$ cat config.mk
export PLATFORM = sky130hd
export DESIGN_NAME = ibuf
export DESIGN_NICKNAME = d
export VERILOG_FILES = /design/src/rtl/ibuf.sv
export SDC_FILE = /design/constraint.sdc
export NUM_CORES = 1
export LEC_CHECK = 0
export CORE_UTILIZATION = 40
export DETAILED_ROUTE_END_ITERATION = 10
export MAX_ROUTING_LAYER = met4
export PLACE_DENSITY_LB_ADDON = 0.12
export REMOVE_ABC_BUFFERS = 1
export SLEW_MARGIN = 20
export SYNTH_ARGS = -nofsm -noshare
export SYNTH_HDL_FRONTEND = slang
export SYNTH_SLANG_ARGS = --single-unit
$ cat constraint.sdc
create_clock -name i_Clk -period 6.2 [get_ports i_Clk]
set_clock_uncertainty 0.1 [all_clocks]
set_input_delay 0.62 -clock i_Clk [delete_from_list [all_inputs] [get_ports i_Clk]]
set_output_delay 0.62 -clock i_Clk [all_outputs]
set_load 0.01 [all_outputs]
$ cat src/rtl/ibuf.sv
// Instruction buffer: queues 128-bit fetch lines and issues their 32-bit slots to decode
// one per cycle, starting at each line's select slot.
`ifndef ANOM_PC_WIDTH
`define ANOM_PC_WIDTH 30
`endif

module ibuf #(
  parameter int unsigned PC_WIDTH = `ANOM_PC_WIDTH,
  parameter int unsigned DEPTH    = 4
) (
  input  logic                      i_Clk,
  input  logic                      i_RstN,
  input  logic                      i_LineV,
  input  logic [127:0]              i_LineD,
  input  logic [PC_WIDTH-3:0]       i_LineA,
  input  logic [1:0]                i_LineSel,
  output logic                      o_LineR,
  input  logic                      i_Flush,
  output logic                      o_InstrV,
  output logic [31:0]               o_Instr,
  output logic [PC_WIDTH-1:0]       o_InstrPC,
  input  logic                      i_InstrR,
  output logic [$clog2(DEPTH):0]    o_Count
);

  localparam int unsigned PtrW = $clog2(DEPTH);
  localparam int unsigned AddrW = PC_WIDTH - 2;
  localparam logic [PtrW:0] CountFull = DEPTH[PtrW:0];
  localparam logic [PtrW:0] CountOne = 1;
  localparam logic [PtrW-1:0] PtrOne = 1;

  logic [127:0]     dataMem [DEPTH];
  logic [AddrW-1:0] addrMem [DEPTH];
  logic [1:0]       slotMem [DEPTH];

  logic [PtrW-1:0] wrPtr, rdPtr;
  logic [PtrW:0]   count;
  logic            push, consume, pop;
  logic [1:0]      headSlot;
  logic [127:0]    headData;

  assign o_Count  = count;
  assign o_LineR  = (count != CountFull);
  assign o_InstrV = (count != '0);
  assign headSlot = slotMem[rdPtr];
  assign headData = dataMem[rdPtr];

  assign push    = i_LineV & o_LineR & ~i_Flush;
  assign consume = o_InstrV & i_InstrR & ~i_Flush;
  assign pop     = consume & (headSlot == 2'd3);

  always_comb begin
    o_Instr   = '0;
    o_InstrPC = '0;
    if (o_InstrV) begin
      unique case (headSlot)
        2'd0:    o_Instr = headData[31:0];
        2'd1:    o_Instr = headData[63:32];
        2'd2:    o_Instr = headData[95:64];
        default: o_Instr = headData[127:96];
      endcase
      o_InstrPC = {addrMem[rdPtr], headSlot};
    end
  end

  always_ff @(posedge i_Clk) begin
    if (!i_RstN || i_Flush) begin
      count <= '0;
      wrPtr <= '0;
      rdPtr <= '0;
    end else begin
      if (push) wrPtr <= wrPtr + PtrOne;
      if (pop)  rdPtr <= rdPtr + PtrOne;
      if (push && !pop)      count <= count + CountOne;
      else if (pop && !push) count <= count - CountOne;
    end
  end

  // Entry payload is never cleared; occupancy alone says what is live.
  // A push never targets the head entry while it is being consumed (that would need a full buffer).
  always_ff @(posedge i_Clk) begin
    if (i_RstN) begin
      if (push) begin
        dataMem[wrPtr] <= i_LineD;
        addrMem[wrPtr] <= i_LineA;
        slotMem[wrPtr] <= i_LineSel;
      end
      if (consume && !pop) slotMem[rdPtr] <= headSlot + 2'd1;
    end
  end

endmodule

### Yosys cells after proc, flatten, opt, wreduce, memory -nomap -nowiden

Memory sizes are Yosys's and may differ from the RTL's. A register that Yosys moved wholly into a read port is not among the register bits.
Cells that the tools add are included.

| word-level totals | value |
|---|---|
| RAM bits | 632 |
| bits in read-only memories | 0 |
| logic and storage cells | 48 |
| memories kept | 3 |
| bits in registers | 7 |
| output and inout bits | 67 |
| bits of input ports | 163 |
| latch bits | 0 |

Memory list:

| name | words | bits a word | read ports | clocked after memory_dff | wr ports | RTL line | RTL |
|---|---|---|---|---|---|---|---|
| dataMem | 4 | 128 | 1 | 1 | 1 | 32 | `logic [127:0] dataMem [DEPTH];` |
| addrMem | 4 | 28 | 1 | 1 | 1 | 33 | `logic [AddrW-1:0] addrMem [DEPTH];` |
| slotMem | 4 | 2 | 1 | 1 | 2 | 34 | `logic [1:0] slotMem [DEPTH];` |

| operators by class | value |
|---|---|
| bitwise logic cells | 6 |
| $add $sub $neg | 5 |
| reduce and logical (&&, ||, !) cells | 10 |
| shift operators | 0 |
| equality and inequality tests | 4 |
| divide/modulo/power cells | 0 |
| multipliers | 0 |
| mux-type cells | 17 |
| $lt $le $gt $ge | 0 |

Operators by type and width:

| cell | count |
|---|---|
| case mux 32 bit (3 select lines) | 1 |
| two-way mux 32 bit | 1 |
| two-way mux 30 bit | 1 |
| two-way mux 2 bit | 6 |
| adder 2 x 1 -> 2 bit (second input constant) | 3 |
| two-way mux 1 bit | 6 |
| two-way mux 3 bit | 2 |
| bitwise AND 1 bit | 5 |
| equality test 2 bit (second input constant) | 2 |
| adder 3 x 1 -> 3 bit (second input constant) | 1 |
| logical AND 1 bit | 3 |
| zero test 1 bit | 3 |
| inequality test 3 bit (second input constant) | 1 |
| nonzero test 3 bit | 1 |
| subtractor 3 x 1 -> 3 bit (second input constant) | 1 |
| equality test 2 x 1 -> 1 bit (second input constant) | 1 |
| zero test 2 bit | 1 |
| nonzero test 2 bit | 1 |
| logical OR 1 bit | 1 |
| inverter 1 bit | 1 |

### Logic depth before layout (Yosys ltp)

| depth | value |
|---|---|
| depth in word-level cells | 9 |
| depth in mapped cells | 15 |
| gate-level depth less buffers | 13 |

### Worst setup path after synthesis

No wires, ideal clock.

| path | value |
|---|---|
| path type | register to register |
| from | register count[0] (netlist: o_Count[0]) |
| to | memory addrMem[0][0] in the netlist's numbering (enable) |
| setup slack | 1523 ps |
| stages on the path, launching flop included | 5 |
| clock period less this slack | 4677 ps |
| arrival time | 4068 ps |
| setup time | 509 ps |
| required time | 5591 ps |
| buffers on the path | 0 |
| path through | dfxtp_1 -> or3b_1 -> and4b_1 -> nand2_1 -> inv_1 |

| on the way | value |
|---|---|
| cells in the longest elaborated chain, start to end | 6 |

RTL lines:

| element | RTL line | RTL |
|---|---|---|
| start: declaration | 37 | `logic [PtrW:0] count;` |
| start signal: assignment | 74 | `if (push && !pop) count <= count + CountOne;` |
| start signal: assignment | 75 | `else if (pop && !push) count <= count - CountOne;` |
| inequality test 3 bit | 43 | `assign o_LineR = (count != CountFull);` |
| net o_LineR | 17 | `output logic o_LineR,` |
| bitwise AND 1 bit (2 in series) | 48 | `assign push = i_LineV & o_LineR & ~i_Flush;` |
| two-way mux 1 bit | 83 | `if (push) begin` |
| two-way mux 1 bit | 82 | `if (i_RstN) begin` |
| two-way mux 1 bit (not written as such) | 85 | `addrMem[wrPtr] <= i_LineA;` |
| end: declaration | 33 |  |

The timed path passes the listed nets, and every way through them passes these cells.

==> results.txt <==
The run finished with clean final reports. The analysis attributes to net switching a power of 1.83 mW. Counting flops with a built-in enable in the synthesized netlist gives 632. The switching fraction of total power came out at 0.203. The cell with the most instances after synthesis is sky130_fd_sc_hd__edfxtp_1.

The logs give 641 for the number of clock sinks seen by CTS and 84.1 mm for the wire length of the first global-routing pass. After clock tree synthesis, the clock-pin slew on the worst setup and hold paths is 0.06 ns. Cell internal power was estimated by the tool at 7.19 mW.

The startpoint type of the worst setup path is a register. During synthesis, Yosys emitted a total of 0 warnings. Buffers inserted during clock tree synthesis total 69. The share of async-settable or async-resettable flops after synthesis is 0. TritonCTS built the clock tree.

The biggest fanout along the worst timing path was 64; the total global-route track usage was 0.185. 230 I/O pins were placed. The number of global-route vias before repair is 13000, and the detailed-route DRC error count is 0.

Worst setup slack after placement: 1.49 ns. The routed length per placed instance is 22.9 microns. The routed layout has 12700 vias. The post-layout utilization of the core was 0.490; the number of pins with negative max-slew slack in the final report was 0. For this design the static power due to leakage is 9.13 nW. The vertical die dimension works out to 253 microns. The tools report the buffer type at the clock tree root as sky130_fd_sc_hd__clkbuf_16. Part of the Yosys area used for sequential elements: 0.763.

The worst setup path is captured at an output pin. In the post-route analysis, the smallest setup slack over all paths is 0.924 ns. The number of different library cells used by synthesis comes to 42.

Once placement finished, the instance area stood at 28200 sq um. Setup repair after global routing left no endpoint under its margin. The finished cells cover 30300 sq um.

At the worst endpoint, the arrival time is 4.56 ns. The run gives 0.204 mV as the peak supply drop. Compared with the post-synthesis result, the final layout area differs by 20.7%. During placement, the flow inserted port buffers numbering 229. In this run, the number of DRC markers left after iteration 0 of detailed routing was 682.

The first detailed-routing pass took 4 iterations. By area the synthesized netlist is led by sky130_fd_sc_hd__edfxtp_1 76%, sky130_fd_sc_hd__mux2i_1 6.3%, sky130_fd_sc_hd__mux4_2 5.7%. The logs give 0 for the post-cts repair resize count and 0.535 for the relative contribution of sequential cells to total power. The minimum period implied by the final worst setup slack is 5.28 ns, and the maximum number of pins on one net before global-route repair is 85. STA puts the critical path data required time at 5.48 ns. The initialized floorplan defines 91 standard-cell rows. In the routed layout, each cell is associated on average with a via count of 5.12.

Register bit count reported by yosys: 641. Sorting the synthesized cells by how often they occur yields 632 x sky130_fd_sc_hd__edfxtp_1, 157 x sky130_fd_sc_hd__mux2i_1, 70 x sky130_fd_sc_hd__nor2_1. In this run the power density over the cells is 298 nW/um^2. The post-detailed-route count of antenna-violating nets is 0, and the number of antenna violations at the first check in global routing is 10.

The floorplan step defined a die boundary enclosing 63800 sq um. The path class of the tightest hold or removal check is register to register. The area share of the largest cell type after synthesis was 0.756; the relative contribution of the clock network to total power was 0.421. The tools report the post-detailed-routing wire length as 56.6 mm. The synthesized netlist occupies a cell area of 25100 sq um.

The ratio of final minimum period to clock period came out at 0.851. After global routing the overflow that remains totals 0. The total setup violations reported at the end of the flow is 0, and the level count of the clock H-tree is 3.

For the initial core utilization, the log shows 0.406. The tools report the setup fix buffers added after clock tree synthesis as 0. The total half-perimeter wirelength after legalization and detailed placement was 30.7 mm; the setup TNS was 0 ns.

The share of layout cells above drive strength 1 was 0.132. The number of violations of the max-capacitance limit was 0; the combinational group share of total power was 0.044. At the end of the flow, the number of nets in the layout was 1756. At the pin with the least slew margin, the transition time is 1.09 ns. The congestion estimate from routability-driven global placement came to 0.713.

The run gives 0 as the hold violation total from the final report. The mean cell area of the mapped netlist is 18.8 sq um. The relative max-transition margin came out at 0.273. Timing would allow up to 0.190 GHz. The most common flop cell mapped by yosys is sky130_fd_sc_hd__edfxtp_1.

The number of buffers on the longest clock path came out at 3. The critical path class is register to output pin. For this design, the CTS-stage hold fixing added 0 buffers. Synthesis produced 1339 cells. The largest total area in the synthesized netlist belongs to sky130_fd_sc_hd__edfxtp_1. The total area inside the core boundary comes to 61800 sq um.

The die is 253 microns wide. The clock reaches the later pin of the worst-skew pair after 0.59 ns.
-- cell type report --
| class | count | area [sq um] |
|---|---|---|
| Fill cell | 5155 | 31500 |
| Sequential cell | 641 | 19200 |
| Multi-Input combinational cell | 609 | 5480 |
| Timing Repair Buffer | 244 | 2450 |
| Clock buffer | 89 | 1840 |
| Tap cell | 837 | 1050 |
| Clock inverter | 32 | 210 |
| Inverter | 13 | 68.8 |
| Antenna cell | 10 | 25.0 |
-- placed cells by master (no fill, tap or decap), types with 7 or more instances in the layout --
cell type	count
sky130_fd_sc_hd__dfxtp_1	7
sky130_fd_sc_hd__o21ai_0	53
sky130_fd_sc_hd__ha_1	12
sky130_fd_sc_hd__clkbuf_1	18
sky130_fd_sc_hd__a21oi_1	65
sky130_fd_sc_hd__clkdlybuf4s50_1	229
sky130_fd_sc_hd__inv_6	10
sky130_fd_sc_hd__mux2_1	8
sky130_fd_sc_hd__and2_1	28
sky130_fd_sc_hd__o22ai_1	30
sky130_fd_sc_hd__a2111oi_2	30
sky130_fd_sc_hd__nor2_1	70
sky130_fd_sc_hd__diode_2	10
sky130_fd_sc_hd__clkinv_1	20
sky130_fd_sc_hd__mux4_2	63
sky130_fd_sc_hd__nand3_1	34
sky130_fd_sc_hd__clkbuf_16	71
sky130_fd_sc_hd__nand2_1	13
sky130_fd_sc_hd__edfxtp_1	632
sky130_fd_sc_hd__mux2i_1	157
sky130_fd_sc_hd__buf_4	11
sky130_fd_sc_hd__o21ai_1	14
-- final timing paths --
check	cells past startpoint	startpoint	slack (ns)	endpoint
max	7	register	0.92	o_Instr[11]
min	2	wrPtr[1]	0.41	wrPtr[1]
max reg2reg	12	register	2.51	o_Count[2]
min reg2reg	2	wrPtr[1]	0.41	wrPtr[1]
-- state kept, by name, summed over array words and instances (netlist names), named ones only --
| register | flops |
|---|---|
| wrPtr | 2 |
| rdPtr | 2 |
| slotMem | 8 |
| addrMem | 112 |
| o_Count | 3 |
| dataMem | 512 |
-- through the flow --
step / cells / hold slack (ns) / power (mW)
finish: 2475 / 0.408 / 9.02
global route: 2475 / 0.463 / 9.33
CTS: 2465 / 0.412 / 9.14
detailed placement: 2344 / 0.404 / 5.32
global placement: 2344 / 0.390 / 5.31
floorplan: 1263 / 0.369 / 5.06
-- power by group through the flow --
stage          clock [mW]  combinational (mW)  sequential, mW
2_1_floorplan           0               0.139            4.92
3_3_place_gp            0               0.398            4.91
3_5_place_dp            0               0.404            4.91
4_1_cts              3.91               0.406            4.82
5_1_grt              4.07               0.433            4.82
6_report             3.80               0.398            4.82
-- logic make-up after synthesis --
logic type,share of synthesized area
adders and majority gates,0.00777
xor gates and xnor gates,0.00140
and+or+nand+nor,0.0319
muxes,0.123
buffers and inverters,0.0194
AOI/OAI and AO/OA,0.0533
DFF,0.763
-- worst max-delay path, cell delays in order, from the launching register on --
cell and delay [ns]:
sky130_fd_sc_hd__dfxtp_4 0.70, sky130_fd_sc_hd__buf_4 0.73, sky130_fd_sc_hd__buf_4 0.83, sky130_fd_sc_hd__mux2i_1 0.27, sky130_fd_sc_hd__o22ai_1 0.11, sky130_fd_sc_hd__a2111oi_2 0.39
sky130_fd_sc_hd__a21oi_1 0.20, sky130_fd_sc_hd__clkdlybuf4s50_1 0.53
-- metal layers --
metal | share of wire | GRT usage | up-vias
li1 | - | - | 5861
met1 | 0.44 | 0.234 | 6493
met2 | 0.49 | 0.293 | 253
met3 | 0.062 | 0.0514 | 57
met4 | 0.016 | 0.0504 | 0
met5 | 0 | - | -
(Power assumes the default switching activity.)
